==> src/rtl/pipe_pkg.sv <==
// Shared types and constants for the pipeline register chain.
package pipe_pkg;

  localparam int STALL_CNT_W = 16;
  localparam int DEF_W       = 64;
  localparam int DEF_AW      = 3;

  typedef struct packed {
    logic              valid;
    logic              wb;
    logic [DEF_AW-1:0] dst;
    logic              is_load;
    logic [DEF_W-1:0]  data;
  } stage_t;

  // Counter increment that sticks at all-ones instead of wrapping.
  function automatic logic [STALL_CNT_W-1:0] sat_inc(input logic [STALL_CNT_W-1:0] v);
    return (&v) ? v : v + {{(STALL_CNT_W-1){1'b0}}, 1'b1};
  endfunction

endpackage

==> src/rtl/pipe_stage_reg.sv <==
// One pipeline stage: hold keeps contents, bubble clears valid, flush overrides both.
module pipe_stage_reg
  import pipe_pkg::*;
#(
  parameter int W  = 64,
  parameter int AW = 3
) (
  input  logic          clk,
  input  logic          rst,
  input  logic          hold_i,
  input  logic          bubble_i,
  input  logic          flush_i,
  input  logic          valid_i,
  input  logic          wb_i,
  input  logic          is_load_i,
  input  logic [AW-1:0] dst_i,
  input  logic [W-1:0]  data_i,
  output logic          valid_o,
  output logic          wb_o,
  output logic          is_load_o,
  output logic [AW-1:0] dst_o,
  output logic [W-1:0]  data_o
);

  logic          valid_q, valid_d;
  logic          wb_q, wb_d;
  logic          isLoad_q, isLoad_d;
  logic [AW-1:0] dst_q, dst_d;
  logic [W-1:0]  data_q, data_d;

  // A bubble only drops valid; payload fields of a dead stage are left alone.
  always_comb begin
    valid_d  = valid_q;
    wb_d     = wb_q;
    isLoad_d = isLoad_q;
    dst_d    = dst_q;
    data_d   = data_q;
    if (!hold_i) begin
      if (bubble_i) begin
        valid_d = 1'b0;
      end else begin
        valid_d  = valid_i;
        wb_d     = wb_i;
        isLoad_d = is_load_i;
        dst_d    = dst_i;
        data_d   = data_i;
      end
    end
    if (flush_i) valid_d = 1'b0;
  end

  always_ff @(posedge clk or negedge rst) begin
    if (!rst) begin
      valid_q  <= 1'b0;
      wb_q     <= 1'b0;
      isLoad_q <= 1'b0;
      dst_q    <= '0;
      data_q   <= '0;
    end else begin
      valid_q  <= valid_d;
      wb_q     <= wb_d;
      isLoad_q <= isLoad_d;
      dst_q    <= dst_d;
      data_q   <= data_d;
    end
  end

  assign valid_o   = valid_q;
  assign wb_o      = wb_q;
  assign is_load_o = isLoad_q;
  assign dst_o     = dst_q;
  assign data_o    = data_q;

endmodule

==> src/rtl/pipe_stage_chain.sv <==
// Pipeline register chain with stall back-propagation, per-stage flush and load-use interlock.
module pipe_stage_chain
  import pipe_pkg::*;
#(
  parameter int STAGES = 4,
  parameter int W      = 64,
  parameter int AW     = 3
) (
  input  logic                   clk,
  input  logic                   rst,
  input  logic                   in_valid,
  output logic                   in_ready,
  input  logic [W-1:0]           in_data,
  input  logic                   in_wb,
  input  logic [AW-1:0]          in_dst,
  input  logic                   in_is_load,
  input  logic [AW-1:0]          in_src_a,
  input  logic [AW-1:0]          in_src_b,
  input  logic                   in_use_a,
  input  logic                   in_use_b,
  input  logic [STAGES-1:0]      stall_i,
  input  logic [STAGES-1:0]      flush_i,
  input  logic                   out_ready,
  output logic                   out_valid,
  output logic [W-1:0]           out_data,
  output logic [STAGES-1:0]      stage_valid,
  output logic [STAGES*AW-1:0]   stage_dst,
  output logic [STAGES-1:0]      stage_wb,
  output logic                   load_use,
  input  logic                   cnt_clr,
  output logic [STALL_CNT_W-1:0] stall_cnt
);

  logic [STAGES-1:0] holdVec;
  logic [STAGES-1:0] bubbleVec;
  logic [STAGES-1:0] upValid, upWb, upLoad;
  logic [W-1:0]      upData [STAGES];
  logic [AW-1:0]     upDst  [STAGES];
  logic [STAGES-1:0] stValid, stWb, stLoad;
  logic [W-1:0]      stData [STAGES];
  logic [AW-1:0]     stDst  [STAGES];
  logic              outBlock;
  logic              loadUse;
  logic [STALL_CNT_W-1:0] stallCnt_q, stallCnt_d;

  // A stage holds if it or anything downstream stalls; invalid stages do not absorb it.
  always_comb begin
    outBlock = stValid[STAGES-1] & ~out_ready;
    holdVec  = '0;
    for (int k = 0; k < STAGES; k++) begin
      holdVec[k] = (|(stall_i >> k)) | outBlock;
    end
  end

  assign loadUse = in_valid & stValid[0] & stLoad[0] & stWb[0] &
                   ((in_use_a & (in_src_a == stDst[0])) |
                    (in_use_b & (in_src_b == stDst[0])));

  for (genvar g = 0; g < STAGES; g++) begin : gStage
    if (g == 0) begin : gHead
      assign upValid[g]   = in_valid & ~loadUse;
      assign upWb[g]      = in_wb;
      assign upLoad[g]    = in_is_load;
      assign upDst[g]     = in_dst;
      assign upData[g]    = in_data;
      assign bubbleVec[g] = 1'b0;
    end else begin : gBody
      assign upValid[g]   = stValid[g-1];
      assign upWb[g]      = stWb[g-1];
      assign upLoad[g]    = stLoad[g-1];
      assign upDst[g]     = stDst[g-1];
      assign upData[g]    = stData[g-1];
      assign bubbleVec[g] = holdVec[g-1];
    end

    pipe_stage_reg #(.W(W), .AW(AW)) uReg (
      .clk       (clk),
      .rst       (rst),
      .hold_i    (holdVec[g]),
      .bubble_i  (bubbleVec[g]),
      .flush_i   (flush_i[g]),
      .valid_i   (upValid[g]),
      .wb_i      (upWb[g]),
      .is_load_i (upLoad[g]),
      .dst_i     (upDst[g]),
      .data_i    (upData[g]),
      .valid_o   (stValid[g]),
      .wb_o      (stWb[g]),
      .is_load_o (stLoad[g]),
      .dst_o     (stDst[g]),
      .data_o    (stData[g])
    );

    assign stage_dst[g*AW +: AW] = stDst[g];
  end

  // Clear takes priority so software can restart measurement on any cycle.
  always_comb begin
    stallCnt_d = stallCnt_q;
    if (cnt_clr) begin
      stallCnt_d = '0;
    end else if (in_valid & ~in_ready) begin
      stallCnt_d = sat_inc(stallCnt_q);
    end
  end

  always_ff @(posedge clk or negedge rst) begin
    if (!rst) stallCnt_q <= '0;
    else      stallCnt_q <= stallCnt_d;
  end

  assign in_ready    = ~holdVec[0] & ~loadUse;
  assign load_use    = loadUse;
  assign out_valid   = stValid[STAGES-1];
  assign out_data    = stData[STAGES-1];
  assign stage_valid = stValid;
  assign stage_wb    = stWb & stValid;
  assign stall_cnt   = stallCnt_q;

endmodule

==> config.mk <==
export PLATFORM = sky130hd
export DESIGN_NAME = pipe_stage_chain
export DESIGN_NICKNAME = d
export VERILOG_FILES = /design/src/rtl/pipe_pkg.sv /design/src/rtl/pipe_stage_reg.sv /design/src/rtl/pipe_stage_chain.sv
export SDC_FILE = /design/constraint.sdc
export NUM_CORES = 1
export LEC_CHECK = 0
export ABC_AREA = 1
export BUFFER_PORTS_ARGS = -buffer_cell sky130_fd_sc_hd__buf_2
export CAP_MARGIN = 40
export CORE_MARGIN = 8
export CORE_UTILIZATION = 46
export CTS_BUF_LIST = sky130_fd_sc_hd__clkbuf_16
export CTS_CLUSTER_DIAMETER = 100
export CTS_CLUSTER_SIZE = 25
export DETAILED_ROUTE_END_ITERATION = 10
export GPL_TIMING_DRIVEN = 0
export PLACE_DENSITY = 0.67
export SLEW_MARGIN = 10
export SYNTH_ARGS = -nofsm -noshare
export SYNTH_HDL_FRONTEND = slang
export SYNTH_SLANG_ARGS = --single-unit
==> constraint.sdc <==
create_clock -name clk -period 3.7 [get_ports clk]
set_input_delay 0.74 -clock clk [delete_from_list [all_inputs] [get_ports clk]]
set_output_delay 0.74 -clock clk [all_outputs]
set_load 0.005 [all_outputs]
==> impl_metrics.toml, run 1 <==
[global_route]
grt.overflow.total = 0
grt_max_degree = 116
busiest_layer = "met2"
grt_pass1_wl_um = 45200
met2_usage = 0.309
antenna_found_initial = 1
grtUsageMet3 = 0.0254
grt_util_all_layers = 0.178
met1_usage = 0.231
grt_pass1_vias = 8809

[clocking]
cts.sinks = 293
cts_resized = 0
root_buffer = "clkbuf_16"
cts_buffers = 15
holdBufCountCts = 0
cts_tree = "done"
postCtsSetupRepairBufs = 0
cts_buffer_depth = 3
clock_latency_ns = 0.48
clk_pin_slew_ns = 0.09
cts_htree_levels = 1

[power_and_ir_drop]
power.total_uw = 6950
ir_drop_v = 0.000309
swShare = 0.276
leakage_uw = 0.00729
power_density_nw_per_um2 = 510
p_clk_frac = 0.243
power_frac_seq = 0.597
p_comb_frac = 0.160
p_int_uw = 5030
p_sw_uw = 1920

[die]
die_y_um = 176
fp-row-count = 58
die_area_um2 = 31000
ioPinCount = 193
dieWidth_um = 176
core_um2 = 25200
start_util = 0.469

[drt]
vias = 8765
drc_errors = 0
ant_nets = 0
drt_iter0_markers = 573
wl_per_cell_um = 15.0
viasPerCell = 4.77
first_pass_iters = 4
drt_wl_total_um = 27700

[timing]
grt_setup_unrepaired = "no"
finalHoldViolCount = 0
setup_viol = 0
max_freq_ghz = 0.334
period_share = 0.810
max_slew_margin = 0.581
fin_skew_ns = 0.0130
slew_viol_final = 0
max_slew.worst_pin.slew_ns = 0.628
period_needed_ns = 3.00

[layout]
mostFrequentLayoutCells = "545 x nand2_1, 293 x dfrtp_1, 204 x buf_2"
nNetsFinal = 1600
num-fill-cells = 2367
seq_area_um2 = 7330
multi_input_area_um2 = 3560
drive_gt1_frac = 0.186
instances_no_fill = 1839
fin_area_um2 = 13600
mostFrequentLayoutCell = "nand2_1"
synthToLayoutAreaGrowth_pct = 15.5

[critical_path]
crit_fanout = 10
cp-start-kind = "flop"
reg2reg_depth = 6
critPathKind = "reg2out"
regToRegStartpoint = "gStage[3].uReg.valid_o"
worstPathArrival_ns = 2.26
rr_endpoint = "gStage[2].uReg.data_o[61]"
required_ns = 2.96
end_kind = "output pin"
r2r_slack_ns = 1.73

[min_path]
hold_path.class = "in2async"

[yosys]
synth_nets = 1389
synth-seq-cells = 293
syn_avg_cell_area_um2 = 9.09
synth_seq_area_share = 0.621
synth_cell_types = 30
synthCells = 1298
yosysWarnings = 0
syn_area_um2 = 11800

[place]
routabilityCongestion = 0.836
place_hpwl_um = 20200
dpl_cell_area_um2 = 13200
io_buffer_count = 192
place_inst = 1822

[flow_run]
drv_cap = 0

[status]
status = "finished clean"
## metrics by stage
stage / worst slack [ns] / hold slack, ns / utilization / setup TNS [ns]
after floorplan: 1.32 / 0.442 / - / 0
after global placement: -3.41 / 0.455 / 0.523 / -992.19
after detailed placement: 0.710 / 0.457 / 0.526 / 0
after CTS: 0.658 / 0.211 / 0.541 / 0
after global routing: 0.558 / 0.218 / 0.541 / 0
final: 0.702 / 0.209 / 0.541 / 0
## critical path, stage by stage, from the launching register on
cell	delay (ns)
dfrtp_1	0.42
nand2_1	0.12
nand2_4	0.16
nor2_8	0.26
inv_4	0.10
nor2_8	0.16
nand2_4	0.14
buf_2	0.22
inv_1	0.06
buf_2	0.10
## worst max-delay path by stage
| stage | start | end | slack (ns) | cells after the start |
|---|---|---|---|---|
| 3_5_place_dp | stall_i[3] | in_ready | 0.71 | 10 |
| 3_3_place_gp | rst | gStage[3].uReg.data_o[47] | -3.41 | 1 |
| 4_1_cts | gStage[3].uReg.valid_o | in_ready | 0.66 | 9 |
| 2_1_floorplan | stall_i[3] | in_ready | 1.32 | 8 |
| 6_report | gStage[3].uReg.valid_o | in_ready | 0.70 | 9 |
| 5_1_grt | gStage[3].uReg.valid_o | in_ready | 0.56 | 9 |
## synth_stat cells
cell / instances / area share
nor3_1: 3 / 0.0013
buf_1: 6 / 0.0019
nor2_4: 1 / 0.00095
inv_4: 1 / 0.00053
nand4_1: 22 / 0.012
inv_1: 119 / 0.038
buf_8: 1 / 0.0013
clkbuf_1: 18 / 0.0057
nand2_1: 545 / 0.17
o21ai_2: 15 / 0.011
o21ai_0: 152 / 0.064
inv_2: 1 / 0.00032
nor2_2: 3 / 0.0016
o21ai_1: 8 / 0.0034
nor2_1: 27 / 0.0086
buf_4: 17 / 0.011
o21bai_1: 2 / 0.0013
buf_2: 13 / 0.0055
a22oi_1: 1 / 0.00064
o21a_1: 1 / 0.00064
nand2_8: 1 / 0.0017
nand3_1: 20 / 0.0085
nand2_4: 2 / 0.0019
ha_1: 1 / 0.0011
buf_6: 14 / 0.013
a21oi_1: 2 / 0.00085
dfrtp_1: 293 / 0.62
xnor2_1: 1 / 0.00074
xor2_1: 6 / 0.0045
nor2_8: 2 / 0.0034
## power by group through the flow
stage          clock, uW  combinational [uW]  sequential (uW)
2_1_floorplan          0                 633             4160
3_3_place_gp           0                1090             4190
3_5_place_dp           0                1140             4210
4_1_cts             1750                1140             4150
5_1_grt             1870                1310             4230
6_report            1690                1110             4150
## routing by layer
metal / wire length, um / share of wire / up-vias
met5: 0 / 0 / -
met4: 569 / 0.021 / 0
met3: 1410 / 0.051 / 30
met2: 13600 / 0.49 / 177
met1: 12000 / 0.44 / 4128
li1: - / - / 4430
## cell type report
class | instances | share of cell area
clock inverters | 1 | 0.000643
clock buffers | 15 | 0.0275
diodes | 1 | 0.000184
multi-input cells | 815 | 0.261
well taps | 330 | 0.0303
inverters | 121 | 0.0335
plain buffers | 69 | 0.0334
flip-flops and latches | 293 | 0.538
repair buffers | 194 | 0.0753
## state kept, by name, indices dropped and copies added, names as in the netlist
signal and flops:
gStage.uReg.wb_o 4, gStage.uReg.valid_o 4, gStage.uReg.is_load_o 1, stall_cnt 16, gStage.uReg.data_o 256, gStage.uReg.dst_o 12
## cell families after synthesis
kind of cell    share of synthesized area
compound gates                     0.0824
xor+xnor                          0.00519
fa+ha+maj                         0.00106
buf+inv                            0.0773
flops                               0.621
simple gates                        0.213
(Power assumes the default switching activity.)
==> run 2: changes to the inputs <==
--- a/config.mk
+++ b/config.mk
@@ -15,7 +15,7 @@
 export CTS_CLUSTER_SIZE = 25
 export DETAILED_ROUTE_END_ITERATION = 10
 export GPL_TIMING_DRIVEN = 0
-export PLACE_DENSITY = 0.67
+export PLACE_DENSITY = 0.7
 export SLEW_MARGIN = 10
 export SYNTH_ARGS = -nofsm -noshare
 export SYNTH_HDL_FRONTEND = slang
==> constraint.sdc (replaced) <==
create_clock -name clk -period 2.75 [get_ports clk]
set_input_delay 0.55 -clock clk [delete_from_list [all_inputs] [get_ports clk]]
set_output_delay 0.55 -clock clk [all_outputs]
set_load 0.005 [all_outputs]
==> impl_metrics.toml, run 2 (synthesized netlist as in run 1, its figures left out) <==
[critical_path]
crit_fanout = 18
required_ns = 2.20
cp-start-kind = "flop"
critPathKind = "reg2out"
worstPathArrival_ns = 1.97
end_kind = "output pin"

[layout]
drive_gt1_frac = 0.187
mostFrequentLayoutCell = "nand2_1"
nNetsFinal = 1601
synthToLayoutAreaGrowth_pct = 15.6
mostFrequentLayoutCells = "545 x nand2_1, 293 x dfrtp_1, 203 x buf_2"
largest_reg_flops = 256
instances_no_fill = 1841
utilization = 0.542

[die]
fp-row-count = 58
core_um2 = 25200
dieWidth_um = 176
die_y_um = 176
start_util = 0.469
ioPinCount = 193
die_area_um2 = 31000

[drt]
ant_nets = 0
met2_length_um = 13800
first_pass_iters = 5
met1_length_um = 12000
drc_errors = 0
met3_length_um = 1290
dr.max_layer_used = "met4"
wl_per_cell_um = 15.2
viasPerCell = 4.80
drt_wl_total_um = 27900
vias = 8838
drt_iter0_markers = 536

[timing]
fin_skew_ns = 0.0115
max_slew_margin = 0.442
max_freq_ghz = 0.397
grt_setup_unrepaired = "no"
setup_viol = 0
period_share = 0.917
period_needed_ns = 2.52
timing.setup.tns_ns = 0
slew_viol_final = 0
hold_ws_ns = 0.106
finalHoldViolCount = 0
max_slew.worst_pin.slew_ns = 0.838

[clocking]
cts_htree_levels = 1
clk_pin_slew_ns = 0.09
cts_buffer_depth = 3
cts_tree = "done"
root_buffer = "clkbuf_16"
clock_latency_ns = 0.48
cts_buffers = 15
holdBufCountCts = 0
cts.sinks = 293
cts_resized = 0

[power_and_ir_drop]
leakage_uw = 0.00729
power_density_nw_per_um2 = 687
power.total_uw = 9370
ir_drop_v = 0.000312

[place]
io_buffer_count = 192
place_inst = 1822
routabilityCongestion = 0.851
place_hpwl_um = 20100

[global_route]
grt.overflow.total = 0
grt_pass1_wl_um = 45700
grt_util_all_layers = 0.180
grt_pass1_vias = 8905
antenna_found_initial = 1
grt_max_degree = 116

[flow_run]
drv_cap = 0

[status]
status = "finished clean"

[min_path]
hold_path.class = "in2async"
==> run 2: per-stage QoR <==
step | instance area (um^2) | worst slack [ns]
final | 13600 | 0.229
after global placement | 13200 | -4.13
after CTS | 13600 | 0.0459
after detailed placement | 13200 | 0.133
after floorplan | 11800 | 0.746
after global routing | 13600 | 0.0543
==> run 2: final timing paths <==
check / startpoint / endpoint / slack, ns / depth (start not counted)
min reg2reg: gStage[0].uReg.data_o[32] / gStage[0].uReg.data_o[32] / 0.48 / 2
max in group asynchronous: rst / gStage[3].uReg.data_o[26] / 1.59 / 2
min in group clk: flush_i[2] / gStage[2].uReg.valid_o / 0.20 / 2
max reg2reg: gStage[3].uReg.valid_o / gStage[2].uReg.data_o[60] / 0.74 / 7
min: rst / gStage[0].uReg.data_o[11] / 0.11 / 1
max: gStage[0].uReg.dst_o[0] / in_ready / 0.23 / 9
==> run 2: timing repair <==
item	in CTS	in global routing
setup endpoints to repair	1	1
setup buffers	2	0
pin swaps	2	0
==> run 2: power breakdown <==
group	leakage (uW)	switching, uW	internal (uW)	total, uW
logic	0.00330	894	611	1500
registers	0.00380	415	5170	5580
clock network	0.000187	1290	990	2280
total	0.00729	2600	6770	9370
==> run 2: worst max-delay path: stages, from the launching register on <==
cell and delay [ns]:
dfrtp_1 0.41, inv_1 0.17, nor2_1 0.06, nor2_1 0.10
nand2_1 0.07, nand2_1 0.08, nand2_1 0.15, nand2_4 0.25
inv_1 0.06, buf_2 0.13
==> run 2: layout make-up <==
class	instances	area, um^2
diodes	1	2.50
plain buffers	68	450
clock buffers	15	375
clock inverters	2	11.3
fillers	2301	11500
inverters	121	457
multi-input cells	815	3560
flip-flops and latches	293	7330
well taps	330	413
repair buffers	196	1040
==> run 2: per-layer routing <==
layer	global-route usage	vias up
met5	0	-
met4	0.0576	0
met3	0.0252	44
met2	0.310	181
met1	0.230	4193
li1	-	4420
==> run 3: changes to the inputs <==
--- a/config.mk
+++ b/config.mk
@@ -8,7 +8,6 @@
 export ABC_AREA = 1
 export BUFFER_PORTS_ARGS = -buffer_cell sky130_fd_sc_hd__buf_2
 export CAP_MARGIN = 40
-export CORE_MARGIN = 8
 export CORE_UTILIZATION = 46
 export CTS_BUF_LIST = sky130_fd_sc_hd__clkbuf_16
 export CTS_CLUSTER_DIAMETER = 100
@@ -20,3 +19,4 @@
 export SYNTH_ARGS = -nofsm -noshare
 export SYNTH_HDL_FRONTEND = slang
 export SYNTH_SLANG_ARGS = --single-unit
+export TNS_END_PERCENT = 10
==> constraint.sdc (replaced) <==
create_clock -name clk -period 2.75 [get_ports clk]
set_input_delay 0.275 -clock clk [delete_from_list [all_inputs] [get_ports clk]]
set_output_delay 0.275 -clock clk [all_outputs]
set_load 0.005 [all_outputs]
==> impl_metrics.toml, run 3 (synthesized netlist as in run 1, its figures left out) <==
[status]
status = "finished clean"

[timing]
timing.setup.tns_ns = 0
finalHoldViolCount = 0
period_share = 0.917
max_slew.worst_pin.slew_ns = 0.587
fin_skew_ns = 0.00884
slew_viol_final = 0
hold_ws_ns = 0.0132
grt_setup_unrepaired = "no"
period_needed_ns = 2.52
setup_viol = 0
max_slew_margin = 0.609
max_freq_ghz = 0.397

[power_and_ir_drop]
power.total_uw = 9400
power_frac_seq = 0.594
p_int_uw = 6820
leakage_uw = 0.00751
swShare = 0.275
p_clk_frac = 0.241
power_density_nw_per_um2 = 664
p_comb_frac = 0.165
ir_drop_v = 0.000294
p_sw_uw = 2580

[flow_run]
drv_cap = 0

[drt]
drc_errors = 0
drt_iter0_markers = 559
ant_nets = 0
wl_per_cell_um = 14.3
drt_wl_total_um = 27000
vias = 9151
viasPerCell = 4.84
first_pass_iters = 5

[die]
start_util = 0.469
die_area_um2 = 26300
core_um2 = 25200
fp-row-count = 58
dieWidth_um = 162
die_y_um = 162
ioPinCount = 193

[clocking]
root_buffer = "clkbuf_16"
cts_tree = "done"
clock_latency_ns = 0.48
cts_resized = 0
cts_htree_levels = 1
postCtsSetupRepairBufs = 0
clk_pin_slew_ns = 0.09
cts_buffer_depth = 3
holdBufCountCts = 53
cts.sinks = 293
cts_buffers = 15

[place]
routabilityCongestion = 0.873
dpl_cell_area_um2 = 13200
io_buffer_count = 192
place_hpwl_um = 18900

[global_route]
grt_util_all_layers = 0.210
grt_max_degree = 117
grt.overflow.total = 0
grt_pass1_wl_um = 44000
antenna_found_initial = 1
grt_pass1_vias = 8790

[critical_path]
critPathKind = "reg2out"
worst-path-buf-inv = 4
slowest_stage = "dfrtp_1"
reg2reg_depth = 9
cp-start-kind = "flop"
crit_fanout = 10
max_stage_delay_ns = 0.42
end_kind = "output pin"
crit_family = "simple AND/OR/NAND/NOR gates"
worstPathArrival_ns = 2.25
cp.depth = 9
required_ns = 2.48
cp_cell_sequence = "nand2_1 > nand2_4 > nor2_8 > inv_4 > nor2_8 > nand2_4 > buf_2 > inv_1 > buf_2"

[layout]
diodes = 0
fin_area_um2 = 14200
utilization = 0.562
nNetsFinal = 1653
drive_gt1_frac = 0.180
mostFrequentLayoutCells = "545 x nand2_1, 293 x dfrtp_1, 204 x buf_2"
num-fill-cells = 2319
synthToLayoutAreaGrowth_pct = 19.9
mostFrequentLayoutCell = "nand2_1"
largest_reg_flops = 256

[min_path]
whs_path_depth = 3
hold_path.class = "in2reg"
==> run 3: cell count changes in the layout (fill, tap and decap cells not counted), sizes merged <==
| cell | previous run | this run |
|---|---|---|
| dlygate4sd3 | 0 | 53 |
| buf | 246 | 245 |
| clkinv | 1 | 0 |
| clkinvlp | 1 | 0 |
| diode | 1 | 0 |
| inv | 121 | 122 |
==> run 3: metrics by stage <==
step / setup WS [ns] / instances
after floorplan: 1.12 / 1298
after global routing: 0.0816 / 1891
final: 0.229 / 1891
after global placement: -3.81 / 1820
after CTS: 0.171 / 1891
after detailed placement: 0.677 / 1822
==> run 3: worst paths after layout <==
kind / from / to / slack (ns)
setup / recovery: gStage[3].uReg.valid_o / in_ready / 0.23
hold / removal: in_data[22] / gStage[0].uReg.data_o[22] / 0.01
setup reg to reg: gStage[3].uReg.valid_o / gStage[0].uReg.data_o[12] / 0.77
hold reg to reg: gStage[1].uReg.data_o[18] / gStage[1].uReg.data_o[18] / 0.48
max in group asynchronous: rst / gStage[1].uReg.data_o[29] / 1.46
min in group asynchronous: rst / gStage[3].uReg.data_o[45] / 0.35
==> run 3: routing by layer <==
| metal | vias to the layer above | share of wire | GRT usage |
|---|---|---|---|
| met3 | 64 | 0.038 | 0.0235 |
| li1 | 4528 | - | - |
| met5 | - | 0.00052 | 0 |
| met4 | 2 | 0.037 | 0.0828 |
| met1 | 4347 | 0.43 | 0.278 |
| met2 | 210 | 0.49 | 0.356 |
==> run 3: power by group through the flow <==
stage | Sequential (uW) | Clock [uW] | Combinational, uW
2_1_floorplan | 5590 | 0 | 851
3_3_place_gp | 5640 | 0 | 1440
3_5_place_dp | 5670 | 0 | 1510
4_1_cts | 5580 | 2350 | 1580
5_1_grt | 5680 | 2480 | 1800
6_report | 5590 | 2260 | 1550
==> run 3: cell type report <==
class	instances	area [um^2]	area share
inverter	121	457	0.0323
clock buffer	15	375	0.0265
tap	330	413	0.0292
timing repair buffer	247	1560	0.110
sequential	293	7330	0.518
multi-input combinational	815	3560	0.251
clock inverter	1	8.76	0.000619
buffer	69	455	0.0322
==> run 3: worst min-delay path, delay by kind of cell <==
family / cells / cell delay (ns)
simple gates: 2 / 0.11
buf+inv: 1 / 0.08
